### config.mk
export PLATFORM = sky130hd
export DESIGN_NAME = ex_mem_flag_reg
export DESIGN_NICKNAME = d
export VERILOG_FILES = /design/src/rtl/wisc_pkg.sv /design/src/rtl/ex_mem_flag_reg_flag_unit.sv /design/src/rtl/ex_mem_flag_reg.sv
export SDC_FILE = /design/constraint.sdc
export NUM_CORES = 1
export LEC_CHECK = 0
export CORE_UTILIZATION = 45
export CTS_CLUSTER_SIZE = 20
export DETAILED_ROUTE_END_ITERATION = 10
export DONT_BUFFER_PORTS = 1
export SKIP_LAST_GASP = 1
export SYNTH_ARGS = -nofsm -noshare
export SYNTH_HDL_FRONTEND = slang
export SYNTH_SLANG_ARGS = --single-unit
### constraint.sdc
create_clock -name clk -period 1.65 [get_ports clk]
set_input_delay 0.0825 -clock clk [delete_from_list [all_inputs] [get_ports clk]]
set_output_delay 0.0825 -clock clk [all_outputs]
set_load 0.01 [all_outputs]
### src/rtl/wisc_pkg.sv
// Shared ISA constants for the WISC pipeline: opcodes, flag bit positions
// and the per-opcode condition-flag write mask.
package wisc_pkg;

  localparam logic [3:0] OP_ADD = 4'b0000;
  localparam logic [3:0] OP_SUB = 4'b0001;
  localparam logic [3:0] OP_XOR = 4'b0010;
  localparam logic [3:0] OP_SLL = 4'b0100;
  localparam logic [3:0] OP_SRA = 4'b0101;
  localparam logic [3:0] OP_ROR = 4'b0110;
  localparam logic [3:0] OP_LW  = 4'b1000;
  localparam logic [3:0] OP_SW  = 4'b1001;
  localparam logic [3:0] OP_HLT = 4'b1111;

  localparam int FLAG_Z = 2;
  localparam int FLAG_V = 1;
  localparam int FLAG_N = 0;

  // Arithmetic writes all three flags; logic/shift ops only write Z.
  function automatic logic [2:0] flag_mask(input logic [3:0] op);
    case (op)
      OP_ADD, OP_SUB:                 flag_mask = 3'b111;
      OP_XOR, OP_SLL, OP_SRA, OP_ROR: flag_mask = 3'b100;
      default:                        flag_mask = 3'b000;
    endcase
  endfunction

endpackage

### src/rtl/ex_mem_flag_reg_flag_unit.sv
// Condition-flag register {Z,V,N} with per-opcode write mask and a
// combinational look-ahead of the post-edge flag value.
module flag_unit
  import wisc_pkg::*;
#(
  parameter int WIDTH = 16
) (
  input  logic             clk,
  input  logic             rst,
  input  logic             upd,
  input  logic [3:0]       opcode,
  input  logic [WIDTH-1:0] result,
  input  logic             ovf,
  output logic             flag_z,
  output logic             flag_v,
  output logic             flag_n,
  output logic [2:0]       flags_fwd
);

  logic [2:0] flags, cand, mask, nxt;

  always_comb begin
    cand         = '0;
    cand[FLAG_Z] = (result == '0);
    cand[FLAG_V] = ovf;
    cand[FLAG_N] = result[WIDTH-1];
    mask         = upd ? flag_mask(opcode) : 3'b000;
    nxt          = (cand & mask) | (flags & ~mask);
  end

  // While reset is held the value after the next edge is all zeros.
  assign flags_fwd = rst ? 3'b000 : nxt;

  always_ff @(posedge clk or posedge rst) begin
    if (rst) flags <= '0;
    else     flags <= nxt;
  end

  assign flag_z = flags[FLAG_Z];
  assign flag_v = flags[FLAG_V];
  assign flag_n = flags[FLAG_N];

endmodule

### src/rtl/ex_mem_flag_reg.sv
// EX/MEM pipeline register with condition flags, stall/flush handling and
// a sticky halt that turns every later slot into a bubble until reset.
module ex_mem_flag_reg
  import wisc_pkg::*;
#(
  parameter int WIDTH = 16,
  parameter int RA_W  = 4
) (
  input  logic             clk,
  input  logic             rst,
  input  logic             stall,
  input  logic             flush,
  input  logic             ex_valid,
  input  logic [3:0]       ex_opcode,
  input  logic [WIDTH-1:0] ex_result,
  input  logic             ex_ovf,
  input  logic [RA_W-1:0]  ex_rd,
  input  logic             ex_reg_wr,
  input  logic             ex_mem_rd,
  input  logic             ex_mem_wr,
  input  logic [WIDTH-1:0] ex_store_data,
  output logic             mem_valid,
  output logic [3:0]       mem_opcode,
  output logic [WIDTH-1:0] mem_result,
  output logic [RA_W-1:0]  mem_rd,
  output logic             mem_reg_wr,
  output logic             mem_mem_rd,
  output logic             mem_mem_wr,
  output logic [WIDTH-1:0] mem_store_data,
  output logic             flag_z,
  output logic             flag_v,
  output logic             flag_n,
  output logic [2:0]       flags_fwd,
  output logic             halted
);

  logic accept, load;

  assign accept = ex_valid & ~stall & ~flush & ~halted;
  // Flush overrides stall; once halted the data registers simply hold.
  assign load   = ~halted & (flush | ~stall);

  always_ff @(posedge clk or posedge rst) begin
    if (rst) begin
      mem_valid      <= 1'b0;
      mem_opcode     <= '0;
      mem_result     <= '0;
      mem_rd         <= '0;
      mem_reg_wr     <= 1'b0;
      mem_mem_rd     <= 1'b0;
      mem_mem_wr     <= 1'b0;
      mem_store_data <= '0;
      halted         <= 1'b0;
    end else if (halted) begin
      mem_valid  <= 1'b0;
      mem_reg_wr <= 1'b0;
      mem_mem_rd <= 1'b0;
      mem_mem_wr <= 1'b0;
    end else if (load) begin
      mem_valid      <= accept;
      mem_opcode     <= ex_opcode;
      mem_result     <= ex_result;
      mem_rd         <= ex_rd;
      mem_reg_wr     <= accept & ex_reg_wr;
      mem_mem_rd     <= accept & ex_mem_rd;
      mem_mem_wr     <= accept & ex_mem_wr;
      mem_store_data <= ex_store_data;
      if (accept && ex_opcode == OP_HLT) halted <= 1'b1;
    end
  end

  flag_unit #(.WIDTH(WIDTH)) u_flags (
    .clk       (clk),
    .rst       (rst),
    .upd       (accept),
    .opcode    (ex_opcode),
    .result    (ex_result),
    .ovf       (ex_ovf),
    .flag_z    (flag_z),
    .flag_v    (flag_v),
    .flag_n    (flag_n),
    .flags_fwd (flags_fwd)
  );

endmodule

==> results of run 1 <==
## sequential cells by signal, summed over array words and instances (netlist names)
name / flops
u_flags.flags: 3
mem_mem_wr: 1
mem_opcode: 4
mem_mem_rd: 1
mem_valid: 1
halted: 1
mem_result: 16
mem_reg_wr: 1
mem_rd: 4
mem_store_data: 16
## timing repair
action | 4_1_cts | 5_1_grt
hold buffers | 46 | 0
resized for setup | 5 | 2
setup endpoints to repair | 2 | 3
hold endpoints to repair | 69 | 0
setup buffers | 1 | 0
pin swaps | 0 | 2
## kinds of logic (layout without fill, tap and decap cells)
family | Yosys count | after routing | synth area share, %
AO/OA/AOI/OAI | 13 | 13 | 5.16
flip-flops | 48 | 48 | 61.9
AND/OR/NAND/NOR | 21 | 21 | 6.38
buffers and inverters | 10 | 63 | 2.84
multiplexers | 41 | 41 | 23.7
## metrics by stage
stage	hold WS, ns	TNS (ns)
after detailed placement	0.0244	0
after floorplan	0.209	0
after global routing	0.00287	-0.104
after CTS	0.000745	-0.115
after global placement	0.0130	0
final	0.0100	0
## per-layer routing
metal,vias to the layer above,GRT usage (%),share of wire [%]
met3,10,6.42,6.5
met5,-,0,0
met1,665,21.2,35
met4,0,9.04,1.9
met2,61,37.6,56
li1,584,-,-
## where the power goes
| group | switching (W) | internal [W] |
|---|---|---|
| logic | 0.000214 | 0.000315 |
| clock network | 0.000376 | 0.000341 |
| registers | 0.000267 | 0.00140 |
## final cells by class
cell class              count  area (um^2)  share of cell area, %
multi-input cells          75          732                   27.8
clock buffers               7         86.3                   3.28
repair buffers             52          531                   20.2
flip-flops and latches     48         1200                   45.7
clock inverters             1         7.51                  0.285
inverters                   3         11.3                  0.428
well taps                  50         62.6                   2.38
## worst min path at each step
| stage | slack (ns) | depth (start not counted) | start | endpoint |
|---|---|---|---|---|
| after detailed placement | 0.02 | 1 | rst | mem_valid |
| final | 0.01 | 2 | stall | mem_valid |
| after global placement | 0.01 | 1 | rst | u_flags.flags[2] |
| after global routing | 0.003 | 2 | stall | mem_valid |
| after CTS | 0.0007 | 2 | stall | mem_valid |
| after floorplan | 0.21 | 1 | rst | flags_fwd[0] |
## cells in the mapped netlist
cell type	count	area (um^2)
sky130_fd_sc_hd__mux2_1	19	214
sky130_fd_sc_hd__inv_1	2	7.51
sky130_fd_sc_hd__a41o_1	1	10.0
sky130_fd_sc_hd__o31ai_1	1	7.51
sky130_fd_sc_hd__and3_1	1	6.26
sky130_fd_sc_hd__nand2_1	2	7.51
sky130_fd_sc_hd__nor2_1	1	3.75
sky130_fd_sc_hd__buf_4	4	30.0
sky130_fd_sc_hd__nand3_1	3	15.0
sky130_fd_sc_hd__buf_2	1	5.00
sky130_fd_sc_hd__a311o_1	1	10.0
sky130_fd_sc_hd__nor3_1	4	20.0
sky130_fd_sc_hd__nor3b_1	1	7.51
sky130_fd_sc_hd__mux2i_1	1	10.0
sky130_fd_sc_hd__nor2b_1	1	6.26
sky130_fd_sc_hd__nor4_1	5	31.3
sky130_fd_sc_hd__inv_2	1	3.75
sky130_fd_sc_hd__mux2_2	21	236
sky130_fd_sc_hd__nand4_1	1	6.26
sky130_fd_sc_hd__clkbuf_2	1	5.00
sky130_fd_sc_hd__o31ai_2	2	25.0
sky130_fd_sc_hd__or2_2	1	6.26
sky130_fd_sc_hd__or4b_4	1	13.8
sky130_fd_sc_hd__clkbuf_1	1	3.75
sky130_fd_sc_hd__dfrtp_1	48	1200
sky130_fd_sc_hd__a22oi_1	3	22.5
sky130_fd_sc_hd__a21oi_1	5	25.0
## worst reg2reg max path: cells and delay by family (launching register included)
family / cells / cell delay (ns)
flops: 1 / 0.43
mux: 1 / 0.37
buf+inv: 2 / 0.45
compound gates: 1 / 0.15
==> impl_metrics.yaml, run 1 <==
outcome:
  run_status: "complete, no violations"
setup_path:
  crit-reg2reg-launch: "halted"
  startpoint: "halted"
  cp.required_ns: 1.57
  maximum_fanout_count_along_the_critical_path: 3
  timing.critical_path.max_delay_family: "simple AND/OR/NAND/NOR gates"
  setup.worst_path.end_class: "output pin"
  cpPeakStageDelay_ns: 0.53
  worst_setup_path_start_kind: "flip-flop"
  critical_path.cell_chain: "or4b_4 -> o31ai_4 -> a21oi_2"
  regToRegEndpoint: "mem_result[3]"
  rr_worst_depth: 4
  wp_depth: 3
  worstPathBufferInverterCount: 0
  timing_worst_setup_path_type: "reg -> out"
  critPathSlowestCell: "sky130_fd_sc_hd__or4b_4"
  worst_setup_endpoint: "flags_fwd[0]"
  worst_ep_arrival_time_ns: 1.57
  r2r_slack_ns: 0.14
power_and_ir_drop:
  vdd.ir_drop.worst_mv: 0.738
  fin_total_pwr_w: 0.00291
  powerDensity_nw_per_um2: 1110
  power.static_leakage_nw: 1.10
finish:
  insertedDiodeCount: 0
  drive_above_1_share_pct: 24.7
  num-nets-final: 234
  final_core_utilization_pct: 64.9
  mostFrequentLayoutCell: "sky130_fd_sc_hd__dfrtp_1"
  final_design_area_no_fill_um2: 2630
  layout_common_cells: "sky130_fd_sc_hd__dfrtp_1, sky130_fd_sc_hd__dlygate4sd3_1, sky130_fd_sc_hd__mux2_2, sky130_fd_sc_hd__mux2_1, sky130_fd_sc_hd__clkbuf_8"
  fill_cells: 325
  area.growth.synth_to_final_pct: 35.7
  layoutNonFillerInstCount: 236
routing:
  drt.antenna.violating_nets: 0
  drt_pre_antenna_iters: 4
  remaining_drc_errors: 0
  routed_wire_length_per_instance_um: 19.5
  routed-via-count: 1320
  route.final.wire_length_mm: 4.60
  detailedRoute.firstIterationViolations: 44
  vias_per_cell: 5.59
timing:
  hold_viol: 0
  timing.final.crit_share_pct: 100
  slew_violations: 0
  timing.max_slew.rel_slack_pct: 67.1
  timing.final.ws_setup_ns: 0.000577
  skew_ns: 0.00118
  min_period_ns: 1.65
  clock.fmax_mhz: 606
  worst_slew_pin_slew_ns: 0.493
  setup_viol: 0
  setup_repair_after_global_routing_missed_its_margin: "yes"
synth:
  post_synth_inst_count: 133
  syn-mean-instance-area_um2: 14.6
  postSynthRegisterBits: 48
  synthesis.area_um2: 1940
  yosysWarnings: 0
  yosysUniqueCellTypes: 27
  synth.net_count: 182
  seq_total_area_yosys_pct: 61.9
clocking:
  worst_setup_hold_path_clk_slew_ns: 0.08
  tritoncts: "built"
  clock_path_buffers: 2
  cts_max_level: 2
  cts_sinks: 48
  tritoncts.num_buffers: 5
  clk_latency_ns: 0.29
  cts-root-buf: "sky130_fd_sc_hd__clkbuf_8"
floorplan:
  die_h_um: 67.7
  core_region_area_um2: 4060
  fp.dieArea_um2: 4580
  placementRows: 23
  initial_utilization_pct: 47.8
  floorplan.die.width_um: 67.7
  io_pins: 100
global_route:
  grt_start_max_net_pins: 27
  grt_pass1_vias: 1391
  grt_first_pass_wirelength_mm: 6.54
  antenna_found_initial: 0
  grt_remaining_overflow: 0
  global_router_s_overall_resource_usage_pct: 20.6
placement:
  hpwl_mm: 2.84
  detailed_place.area_um2: 2030
  placement.io_buffers: 0
  numPlacedInstances: 181
  gpl.final_weighted_congestion: 0.628
  dp_slack_ns: 0.166
hold_path:
  hold_path.class: "in -> reg"
run:
  cap_viol_max_count: 0
(Power assumes the default switching activity.)
==> inputs of run 2 (changes only) <==
==> constraint.sdc (replaced) <==
create_clock -name clk -period 1.65 [get_ports clk]
set_input_delay 0.33 -clock clk [delete_from_list [all_inputs] [get_ports clk]]
set_output_delay 0.33 -clock clk [all_outputs]
set_load 0.01 [all_outputs]
==> run 2 against run 1 <==
- the run now ends with setup timing left
- clock power is 34% higher
- global-route usage decreased by 2.8 points
- first-iteration DRC count increased by 20%
- fmax down 14%
- final area is 15% lower
- wire length is 17% lower
- sequential share of layout area grew 7.9 points
- via count shrank 14%
- worst setup slack got worse by 0.26 ns
- core utilization decreased by 9.6 points
==> impl_metrics.yaml, run 2 (synthesis gave the netlist of run 1 again) <==
global_route:
  grt_start_max_net_pins: 29
  global_router_s_overall_resource_usage_pct: 17.8
  grt_remaining_overflow: 0
  grtUsageMet2_pct: 28.7
  grt_first_pass_wirelength_mm: 5.75
  use_met3_pct: 8.61
  top_usage_layer: "met2"
  gr-usage-met1_pct: 20.2
  grt_pass1_vias: 1202
  antenna_found_initial: 0
setup_path:
  worst_ep_arrival_time_ns: 1.58
  r2r_slack_ns: 0.13
  maximum_fanout_count_along_the_critical_path: 2
  timing_worst_setup_path_type: "reg -> out"
  cp.required_ns: 1.32
  regToRegEndpoint: "mem_result[7]"
  setup.worst_path.end_class: "output pin"
  worst_setup_path_start_kind: "flip-flop"
  crit-reg2reg-launch: "halted"
  rr_worst_depth: 4
finish:
  final_core_utilization_pct: 55.3
  biggestRegsByFlops: "mem_result: 16 flops, mem_store_data: 16 flops"
  layout_common_cells: "sky130_fd_sc_hd__dfrtp_1, sky130_fd_sc_hd__mux2_2, sky130_fd_sc_hd__mux2_1, sky130_fd_sc_hd__buf_4, sky130_fd_sc_hd__clkbuf_8"
  layoutNonFillerInstCount: 192
  num-nets-final: 191
  insertedDiodeCount: 0
  area.growth.synth_to_final_pct: 15.6
  drive_above_1_share_pct: 34.5
  final_design_area_no_fill_um2: 2240
  mostFrequentLayoutCell: "sky130_fd_sc_hd__dfrtp_1"
timing:
  worst_slew_pin_slew_ns: 0.465
  clock.fmax_mhz: 524
  hold_viol: 0
  skew_ns: 0.00356
  setup_viol: 3
  minimum_hold_slack_ns: 0.106
  timing.final.crit_share_pct: 116
  setup_repair_after_global_routing_missed_its_margin: "yes"
  timing.max_slew.rel_slack_pct: 68.9
  min_period_ns: 1.91
  slew_violations: 0
  timing.final.ws_setup_ns: -0.258
placement:
  hpwl_mm: 2.83
  numPlacedInstances: 183
  dp_slack_ns: -0.131
  gpl.final_weighted_congestion: 0.768
  detailed_place.area_um2: 2070
  placement.io_buffers: 0
outcome:
  failed_checks: "setup timing"
  run_status: "finished with violations"
clocking:
  cts_max_level: 2
  clk_latency_ns: 0.29
  clock_path_buffers: 2
  cts-root-buf: "sky130_fd_sc_hd__clkbuf_8"
  cts_sinks: 48
  tritoncts: "built"
  worst_setup_hold_path_clk_slew_ns: 0.08
  tritoncts.num_buffers: 5
routing:
  drt.antenna.violating_nets: 0
  route.final.wire_length_mm: 3.83
  routed_wire_length_per_instance_um: 19.9
  remaining_drc_errors: 0
  routed-via-count: 1129
  detailedRoute.firstIterationViolations: 53
  vias_per_cell: 5.88
  drt_pre_antenna_iters: 4
power_and_ir_drop:
  power.static_leakage_nw: 0.939
  powerDensity_nw_per_um2: 1360
  vdd.ir_drop.worst_mv: 0.616
run:
  cap_viol_max_count: 0
floorplan:
  io_pins: 100
  core_region_area_um2: 4060
  floorplan.die.width_um: 67.7
  initial_utilization_pct: 47.8
  fp.dieArea_um2: 4580
  die_h_um: 67.7
  placementRows: 23
hold_path:
  hold_path.class: "in -> reg"
  worst_hold_path.endpoint: "mem_mem_rd"
  worst_hold_startpoint: "flush"
  holdPathStages: 1
run 2: changes by cell type in the layout (fill, tap and decap cells not counted), sizes merged:
cell	change
buf	+2
bufinv	+2
clkbuf	-2
clkinvlp	-1
dlygate4sd3	-45
run 2: power by group:
| part | internal, W | switching [W] | total, W | leakage [nW] |
|---|---|---|---|---|
| clock network | 0.000596 | 0.000364 | 0.000960 | 0.0642 |
| registers | 0.00140 | 0.000258 | 0.00166 | 0.572 |
| logic | 0.000245 | 0.000193 | 0.000438 | 0.302 |
| total | 0.00224 | 0.000816 | 0.00306 | 0.939 |
run 2: worst max-delay path by stage:
stage / to / slack [ns] / from / depth (start not counted)
final: flags_fwd[1] / -0.26 / halted / 3
after global routing: flags_fwd[1] / -0.32 / halted / 3
after CTS: flags_fwd[1] / -0.28 / halted / 3
after detailed placement: flags_fwd[2] / -0.13 / ex_result[11] / 5
after global placement: flags_fwd[2] / -0.09 / ex_result[11] / 5
after floorplan: flags_fwd[0] / -0.11 / halted / 4
run 2: area by class of cell:
cell class | instances | area [um^2]
sequential | 48 | 1200
multi-input combinational | 75 | 744
tap | 50 | 62.6
timing repair buffer | 9 | 95.1
inverter | 3 | 11.3
clock inverter | 2 | 60.1
fill | 339 | 1810
clock buffer | 5 | 68.8
run 2: per-layer routing:
layer	wire (um)	vias to the layer above	part of all wire, %
li1	-	498	-
met3	360	4	9.4
met1	1470	566	38
met4	28	0	0.73
met2	1970	61	51
met5	0	-	0
run 2: stage by stage:
stage / TNS [ns] / power, W
after floorplan: -0.216 / 0.00199
after global placement: -0.0934 / 0.00209
after detailed placement: -0.131 / 0.00212
after CTS: -0.723 / 0.00309
after global routing: -0.862 / 0.00321
final: -0.657 / 0.00306
run 2: worst max-delay path, cell delays in order (launching register included):
cell                      delay, ns
sky130_fd_sc_hd__dfrtp_1       0.39
sky130_fd_sc_hd__or4b_4        0.53
sky130_fd_sc_hd__o31ai_4       0.26
sky130_fd_sc_hd__a21oi_2       0.11
run 2: what timing repair did:
item	in CTS	in global routing
gates resized for setup	1	4
pin swaps	1	0
gates cloned	0	0
endpoints found under the hold margin	20	0
hold buffers	1	0
setup endpoints to repair	3	3
setup buffers	1	0
==> inputs of run 3 (changes only) <==
--- a/config.mk
+++ b/config.mk
@@ -5,10 +5,13 @@
 export SDC_FILE = /design/constraint.sdc
 export NUM_CORES = 1
 export LEC_CHECK = 0
+export CELL_PAD_IN_SITES_DETAIL_PLACEMENT = 0
+export CELL_PAD_IN_SITES_GLOBAL_PLACEMENT = 1
 export CORE_UTILIZATION = 45
 export CTS_CLUSTER_SIZE = 20
 export DETAILED_ROUTE_END_ITERATION = 10
 export DONT_BUFFER_PORTS = 1
+export PLACE_DENSITY_LB_ADDON = 0.1
 export SKIP_LAST_GASP = 1
 export SYNTH_ARGS = -nofsm -noshare
 export SYNTH_HDL_FRONTEND = slang
==> run 3 against run 2 <==
- largest cell class unchanged
- worst setup slack better by 0.013 ns
- non-clock buffer count up 1
- sequential power about the same
- register-to-register slack improved by 0.07 ns
- clock-buffer cell count increased by 2
- the run still ends with setup timing left
- combinational power is 3% higher
- clock power shrank 26%
- cell count is 1.0% higher
- wire length increased by 0.81%
- die area stayed put
- largest power group unchanged
==> impl_metrics.yaml, run 3 (synthesis gave the netlist of run 1 again) <==
outcome:
  run_status: "finished with violations"
  failed_checks: "setup timing"
power_and_ir_drop:
  power.static_leakage_nw: 0.926
  powerDensity_nw_per_um2: 1270
  vdd.ir_drop.worst_mv: 0.643
timing:
  skew_ns: 0.00538
  setup_repair_after_global_routing_missed_its_margin: "yes"
  min_period_ns: 1.89
  clock.fmax_mhz: 528
  hold_viol: 0
  timing.max_slew.rel_slack_pct: 73.6
  totalNegativeSetupSlack_ns: -0.632
  setup_viol: 3
  timing.final.ws_setup_ns: -0.245
  minimum_hold_slack_ns: 0.0962
  worst_slew_pin_slew_ns: 0.395
  timing.final.crit_share_pct: 115
  slew_violations: 0
routing:
  route.final.wire_length_mm: 3.86
  drt_pre_antenna_iters: 3
  routed_wire_length_per_instance_um: 19.9
  drt.antenna.violating_nets: 0
  vias_per_cell: 5.74
  routed-via-count: 1114
  highest-signal-layer: "met4"
  wl_met2_mm: 2.02
  wl_met1_mm: 1.46
  remaining_drc_errors: 0
  detailedRoute.firstIterationViolations: 25
  met3WireLength_um: 327
finish:
  biggestRegsByFlops: "mem_result: 16 flops, mem_store_data: 16 flops"
  final_design_area_no_fill_um2: 2220
  layout_common_cells: "sky130_fd_sc_hd__dfrtp_1, sky130_fd_sc_hd__mux2_2, sky130_fd_sc_hd__mux2_1, sky130_fd_sc_hd__clkbuf_8, sky130_fd_sc_hd__buf_4"
  area.growth.synth_to_final_pct: 14.4
  fill_cells: 342
  area_occupied_by_multi_input_gates_um2: 736
  drive_above_1_share_pct: 34.0
  mostFrequentLayoutCell: "sky130_fd_sc_hd__dfrtp_1"
  num-nets-final: 192
  sequential_cell_area_um2: 1200
  final_core_utilization_pct: 54.7
  insertedDiodeCount: 0
setup_path:
  crit-reg2reg-launch: "halted"
  setup.worst_path.end_class: "output pin"
  timing_worst_setup_path_type: "reg -> out"
  rr_worst_depth: 4
  cpPeakStageDelay_ns: 0.52
  regToRegEndpoint: "u_flags.flags[0]"
  worst_setup_endpoint: "flags_fwd[0]"
  maximum_fanout_count_along_the_critical_path: 2
  worst_ep_arrival_time_ns: 1.56
  worstPathBufferInverterCount: 0
  critical_path.cell_chain: "or4b_4 -> o31ai_4 -> a21oi_2"
  startpoint: "halted"
  worst_setup_path_start_kind: "flip-flop"
  critPathSlowestCell: "sky130_fd_sc_hd__or4b_4"
  timing.critical_path.max_delay_family: "simple AND/OR/NAND/NOR gates"
  cp.required_ns: 1.32
  wp_depth: 3
  r2r_slack_ns: 0.20
floorplan:
  placementRows: 23
  initial_utilization_pct: 47.8
  io_pins: 100
  die_h_um: 67.7
  core_region_area_um2: 4060
  fp.dieArea_um2: 4580
  floorplan.die.width_um: 67.7
placement:
  detailed_place.area_um2: 2090
  hpwl_mm: 2.85
  gpl.final_weighted_congestion: 0.747
  placement.io_buffers: 0
run:
  cap_viol_max_count: 0
clocking:
  cts_sinks: 48
  clock_path_buffers: 2
  cts_max_level: 2
  tritoncts.num_buffers: 5
  cts-root-buf: "sky130_fd_sc_hd__clkbuf_8"
  clk_latency_ns: 0.29
  worst_setup_hold_path_clk_slew_ns: 0.09
  tritoncts: "built"
global_route:
  grt_pass1_vias: 1194
  grt_remaining_overflow: 0
  global_router_s_overall_resource_usage_pct: 17.2
  antenna_found_initial: 0
  grt_first_pass_wirelength_mm: 5.54
  grt_start_max_net_pins: 32
hold_path:
  hold_path.class: "in -> reg"
  holdPathStages: 1
==> run 3: cell types whose count changed in the layout (fill, tap and decap cells not counted), sizes merged <==
| cell | change |
|---|---|
| bufinv | -2 |
| clkinvlp | +1 |
| buf | +1 |
| clkbuf | +2 |
==> run 3: worst min path at each step <==
stage                         from         end  slack, ns
final                        flush  mem_mem_wr        0.1
after global routing         flush  mem_mem_wr       0.07
after CTS                    flush  mem_mem_wr       0.09
after detailed placement       rst      halted       0.22
after global placement         rst      halted       0.22
after floorplan           ex_rd[0]   mem_rd[0]       0.46
==> run 3: worst reg2reg max path: stages (launching register included) <==
cell                      delay [ns]
sky130_fd_sc_hd__dfrtp_1        0.38
sky130_fd_sc_hd__or4b_4         0.52
sky130_fd_sc_hd__o31ai_4        0.26
sky130_fd_sc_hd__buf_4          0.14
sky130_fd_sc_hd__nand2_1        0.04
==> run 3: layout make-up <==
| cell class | instances | share of cell area [%] |
|---|---|---|
| Inverter | 3 | 0.507 |
| Sequential cell | 48 | 54.1 |
| Clock buffer | 7 | 3.89 |
| Tap cell | 50 | 2.82 |
| Clock inverter | 1 | 0.338 |
| Multi-Input combinational cell | 75 | 33.1 |
| Timing Repair Buffer | 10 | 5.19 |
==> run 3: per-layer routing <==
layer  vias up  global-route usage, %
met1       549                   18.7
met2        57                   28.8
li1        502                      -
met5         -                      0
met3         6                   7.26
met4         0                   7.98
==> run 3: per-stage QoR <==
step / std cells / total power [W] / worst slack, ns
2_1_floorplan: 133 / 0.00199 / -0.108
3_3_place_gp: 183 / 0.00211 / -0.117
3_5_place_dp: 183 / 0.00213 / -0.176
4_1_cts: 193 / 0.00285 / -0.258
5_1_grt: 194 / 0.00296 / -0.296
6_report: 194 / 0.00282 / -0.245
==> run 3: where the power goes <==
group,leakage (nW),switching (W),total (W),internal (W)
Clock,0.0445,0.000368,0.000709,0.000341
Combinational,0.309,0.000194,0.000453,0.000259
Sequential,0.572,0.000258,0.00166,0.00140
Total,0.926,0.000820,0.00282,0.00200
==> run 3: what timing repair did <==
item                                   4_1_cts  5_1_grt
setup endpoints to repair                    3        3
gates resized for setup                      1        2
endpoints found under the hold margin       17        0
gates cloned                                 0        0
hold buffers                                 1        0
buffers inserted                             1        1
pin swaps                                    1        1
